$ cat src/rtl/sprite_reader.sv
// Sprite read pipeline: maps screen coordinates to sprite RAM addresses and
// returns a keyed sprite pixel three clocks after the coordinate is presented.
module sprite_reader #(
    parameter int unsigned           DATA_WIDTH    = 12,
    parameter int unsigned           ADDR_WIDTH    = 15,
    parameter int unsigned           SPRITE_W_LOG2 = 7,
    parameter int unsigned           SPRITE_H      = 128,
    parameter int unsigned           SCALE_LOG2    = 0,
    parameter logic [DATA_WIDTH-1:0] TRANSPARENT   = 12'hFFF
) (
    input  logic                  clk,
    input  logic                  reset_n,
    input  logic                  enable,
    input  logic                  frame_start,
    input  logic [9:0]            origin_x,
    input  logic [9:0]            origin_y,
    input  logic [9:0]            pixel_column,
    input  logic [9:0]            pixel_row,
    input  logic                  video_on,
    output logic [ADDR_WIDTH-1:0] read_addr,
    input  logic [DATA_WIDTH-1:0] q,
    output logic [DATA_WIDTH-1:0] pixel_out,
    output logic                  pixel_valid
);

    localparam int unsigned COORD_W = 10;
    localparam int unsigned DIFF_W  = COORD_W + 1;
    localparam int unsigned BOX_W   = (32'd1 << SPRITE_W_LOG2) << SCALE_LOG2;
    localparam int unsigned BOX_H   = SPRITE_H << SCALE_LOG2;

    logic [COORD_W-1:0]    ox_q, oy_q;
    logic [ADDR_WIDTH-1:0] read_addr_q, read_addr_d;
    logic                  hit1_q, hit1_d;
    logic                  hit2_q;
    logic [DATA_WIDTH-1:0] pixel_out_q, pixel_out_d;
    logic                  pixel_valid_q, pixel_valid_d;

    logic [DIFF_W-1:0]     dx, dy;
    logic                  in_box;

    // Shadow origin: only reloaded during vertical blanking
    always_ff @(posedge clk or negedge reset_n) begin
        if (!reset_n) begin
            ox_q <= '0;
            oy_q <= '0;
        end else if (frame_start) begin
            ox_q <= origin_x;
            oy_q <= origin_y;
        end
    end

    // Stage 0: 11-bit differences; the top bit is the borrow (left of / above sprite)
    always_comb begin
        dx          = {1'b0, pixel_column} - {1'b0, ox_q};
        dy          = {1'b0, pixel_row}    - {1'b0, oy_q};
        in_box      = !dx[DIFF_W-1] && !dy[DIFF_W-1]
                      && (32'(dx) < BOX_W) && (32'(dy) < BOX_H);
        read_addr_d = read_addr_q;
        if (in_box) begin
            read_addr_d = ADDR_WIDTH'(((32'(dy) >> SCALE_LOG2) << SPRITE_W_LOG2)
                                      | (32'(dx) >> SCALE_LOG2));
        end
        hit1_d = in_box && video_on && enable;
    end

    // Stage 3: colour key applied to the RAM word aligned with hit2
    always_comb begin
        pixel_valid_d = hit2_q && (q != TRANSPARENT);
        pixel_out_d   = pixel_valid_d ? q : '0;
    end

    always_ff @(posedge clk or negedge reset_n) begin
        if (!reset_n) begin
            read_addr_q   <= '0;
            hit1_q        <= 1'b0;
            hit2_q        <= 1'b0;
            pixel_out_q   <= '0;
            pixel_valid_q <= 1'b0;
        end else begin
            read_addr_q   <= read_addr_d;
            hit1_q        <= hit1_d;
            hit2_q        <= hit1_q;
            pixel_out_q   <= pixel_out_d;
            pixel_valid_q <= pixel_valid_d;
        end
    end

    assign read_addr   = read_addr_q;
    assign pixel_out   = pixel_out_q;
    assign pixel_valid = pixel_valid_q;

endmodule

$ cat config.mk
export PLATFORM = sky130hd
export DESIGN_NAME = sprite_reader
export DESIGN_NICKNAME = d
export VERILOG_FILES = /design/src/rtl/sprite_reader.sv
export SDC_FILE = /design/constraint.sdc
export NUM_CORES = 1
export LEC_CHECK = 0
export ABC_CLOCK_PERIOD_IN_PS = 3600
export BUFFER_PORTS_ARGS = -buffer_cell sky130_fd_sc_hd__buf_2
export CAP_MARGIN = 5
export CORE_ASPECT_RATIO = 1.75
export CORE_UTILIZATION = 51
export DETAILED_ROUTE_END_ITERATION = 10
export PLACE_DENSITY_LB_ADDON = 0.25
export SLEW_MARGIN = 20
export SYNTH_ARGS = -nofsm -noshare
export SYNTH_HDL_FRONTEND = slang
export SYNTH_SLANG_ARGS = --single-unit
$ cat constraint.sdc
create_clock -name clk -period 3.6 [get_ports clk]
set_clock_uncertainty 0.2 [all_clocks]
set_input_delay 0.72 -clock clk [delete_from_list [all_inputs] [get_ports clk]]
set_output_delay 0.72 -clock clk [all_outputs]
set_load 0.03 [all_outputs]
==> impl_metrics.py <==
metrics = {
    "placed_design": {
        "gp_congestion": 0.922,
        "dpl.hpwl_mm": 4.15,
        "post_dp_cell_area_um2": 3170,
        "dp_slack_ns": -0.000672,
        "port-buffer-count": 84,
    },
    "global_route": {
        "grt_usage_pct": 20.5,
        "grt_antenna_before_repair": 0,
        "grt_pass1_vias": 2143,
        "grt_pass1_wl_mm": 8.97,
        "overflow": 0,
        "grt_max_degree": 51,
    },
    "floorplanning": {
        "die_h_um": 97.9,
        "die-area_um2": 5560,
        "ios": 85,
        "die_width_um": 56.8,
        "initial_core_util_pct": 53.4,
        "coreArea_um2": 5020,
        "row_count": 34,
    },
    "logic_synthesis": {
        "seq_area_frac_synth_pct": 46.7,
        "synthCells": 257,
        "synth_nets": 336,
        "syn_area_um2": 2680,
        "synth-seq-cells": 50,
        "yosys_warnings": 0,
        "synth_area_per_cell_um2": 10.4,
        "ys_types": 38,
    },
    "route": {
        "drtPass1Iterations": 7,
        "finalWirelength_mm": 5.24,
        "via_per_inst": 5.26,
        "antenna_left": 0,
        "wl_per_cell_um": 13.1,
        "num_vias": 2109,
        "drc": 14,
        "drtIter0Drc": 62,
    },
    "critical_path": {
        "r2r_cells": 11,
        "start_kind": "input port",
        "max_stage_delay_ns": 0.37,
        "crit_family": "compound AO/OA/AOI/OAI gates",
        "crit_path_max_fanout": 9,
        "crit_required_ns": 3.60,
        "cp-end-kind": "flop",
        "worstPathCellList": "buf_2 -> inv_1 -> ha_1 -> inv_1 -> fa_1 -> a21o_1 -> a221oi_1 -> o21ai_0 -> mux2i_1 -> a211o_1 -> nor4_4 -> buf_4 -> mux2_2",
        "slowest_stage": "fa_1",
        "critPathKind": "in -> reg",
        "crit_arrival_ns": 3.26,
        "cp_common_cell": "inv_1",
        "path_depth": 13,
        "path_buf_inv": 4,
    },
    "layout": {
        "fillers": 434,
        "multi_input_area_um2": 1290,
        "mostFrequentLayoutCell": "buf_2",
        "drive_gt1_share_pct": 32.6,
        "regArea_um2": 1250,
        "mostFrequentLayoutCells": "83 x buf_2, 50 x dfrtp_1, 28 x inv_1",
        "num-nets-final": 425,
        "syn2layout_area_growth_pct": 22.0,
        "diodes": 0,
        "final_area_um2": 3270,
    },
    "status": {
        "violations": "design-rule violations",
        "status": "finished, violations left",
    },
    "clock_network": {
        "htree_levels": 2,
        "cts_buffer_depth": 2,
        "cts_tree": "done",
        "clk_pin_slew_worst_paths_ns": 0.10,
        "root_buffer": "clkbuf_8",
        "clk-insertion-delay-late_ns": 0.31,
        "cts_resized": 0,
        "cts_buffers": 5,
        "cts_setup_buffers": 0,
        "ctsHoldBuffers": 0,
        "clock_sinks": 50,
    },
    "timing": {
        "setup_violations": 0,
        "drv_slew": 0,
        "fin_ws_ns": 0.334,
        "fin_crit_sh_pct": 90.7,
        "rsz0062_at_grt": "no",
        "relSlewSlack_pct": 58.5,
        "max_freq_mhz": 306,
        "min_period_ns": 3.27,
        "hold_ws_ns": 0.162,
        "finalHoldViolations": 0,
        "worst_pin_slew_ns": 0.623,
    },
    "power_and_ir_drop": {
        "p_leak_uw": 0.00178,
        "p_int_uw": 943,
        "vdd_drop_max_v": 0.000246,
        "pwr-share-comb_pct": 30.5,
        "switching_share_pct": 33.7,
        "power_frac_seq_pct": 45.3,
        "p_clk_share_pct": 24.3,
        "p_sw_uw": 480,
        "p_per_area_nw_per_um2": 436,
    },
    "worst_hold_path": {
        "hold_class": "reg -> reg",
        "hold_depth": 0,
    },
    "flow_run": {
        "drv_cap": 0,
    },
}
-- registers in the layout (all words and copies together) (netlist names) --
name / count
pixel_out: 12
hit1_q: 1
oy_q: 10
read_addr: 15
pixel_valid: 1
ox_q: 10
hit2_q: 1
-- power by group through the flow --
stage          registers (µW)  clock network, µW  logic [µW]
6_report                  644                345         434
5_1_grt                   652                375         481
4_1_cts                   645                358         437
3_5_place_dp              656                  0         435
3_3_place_gp              654                  0         428
2_1_floorplan             720                  0         233
-- metal layers --
layer  global-route usage [%]  part of all wire [%]
met5                        0                     0
met4                     6.75                   1.6
met3                     3.05                   4.7
met2                     39.0                    55
met1                     22.5                    39
-- cell usage after synthesis, drive strengths merged --
library cell  number  area share [%]
nand2b             3            0.70
nand3              3            0.56
fa                 2             1.5
a211o              1            0.33
or2                2            0.47
and3               3            0.70
a21oi              9             1.8
mux2i              6             2.2
or3                2            0.47
o2111ai            2            0.89
o311ai             1            0.33
a21o               6             1.7
mux2              12             5.6
o211ai             1            0.28
nor2b              4            0.93
nand4              3            0.70
o21a               1            0.28
o31a               1            0.33
nor4               1            0.79
dfrtp             50              47
and2              13             3.0
nand2             24             3.4
clkbuf             5            0.70
xnor2              7             2.3
a22o               1            0.33
ha                20             9.3
o21ai             25             4.7
a211oi             3            0.84
nor2               8             1.1
a311oi             1            0.33
inv               28             3.9
xor2               4             1.3
a31oi              3            0.70
buf                1            0.42
a221oi             1            0.33
-- cell families (layout without fill, tap and decap cells) --
| kind of cell | count (synthesis) | count (layout) | share of synthesized area [%] |
|---|---|---|---|
| adders and majority gates | 22 | 22 | 10.8 |
| AOI/OAI and AO/OA | 56 | 56 | 13.1 |
| xor gates and xnor gates | 11 | 11 | 3.60 |
| and+or+nand+nor | 66 | 66 | 12.8 |
| DFF | 50 | 50 | 46.7 |
| buffers and inverters | 34 | 124 | 5.04 |
| muxes | 18 | 18 | 7.85 |
-- metrics by stage --
step	setup TNS [ns]	util (%)	instances	total power [µW]
finish	0	65.1	401	1420
detailed placement	-0.00120	63.1	393	1090
global route	0	65.1	401	1510
global placement	0	63.1	393	1080
floorplan	0	-	257	954
CTS	0	65.0	401	1440
-- final cells by class --
class                      count  area share (%)
inverter                      28            3.22
sequential                    50            38.3
clock inverter                 3           0.881
timing repair buffer          88            13.9
multi-input combinational    173            39.6
tap                           54            2.07
clock buffer                   5            2.11
-- worst paths after layout --
path | start | to | slack (ns)
worst min register to register | hit1_q | hit2_q | 0.16
worst max register to register | oy_q[0] | read_addr[2] | 0.50
worst max-delay path | pixel_row[0] | read_addr[2] | 0.33
worst min-delay path | hit1_q | hit2_q | 0.16
min in group asynchronous | reset_n | oy_q[3] | 0.21
max in group asynchronous | reset_n | hit1_q | 2.56
-- worst reg2reg max path, cell delays in order, from the launching register on --
cell and delay [ns]:
dfrtp_1 0.38, ha_1 0.17, inv_1 0.05, fa_1 0.37, a21o_1 0.19, a221oi_1 0.29, o21ai_0 0.17, mux2i_1 0.14
a211o_1 0.30, nor4_4 0.15, buf_4 0.22, mux2_2 0.35
(Power assumes the default switching activity.)
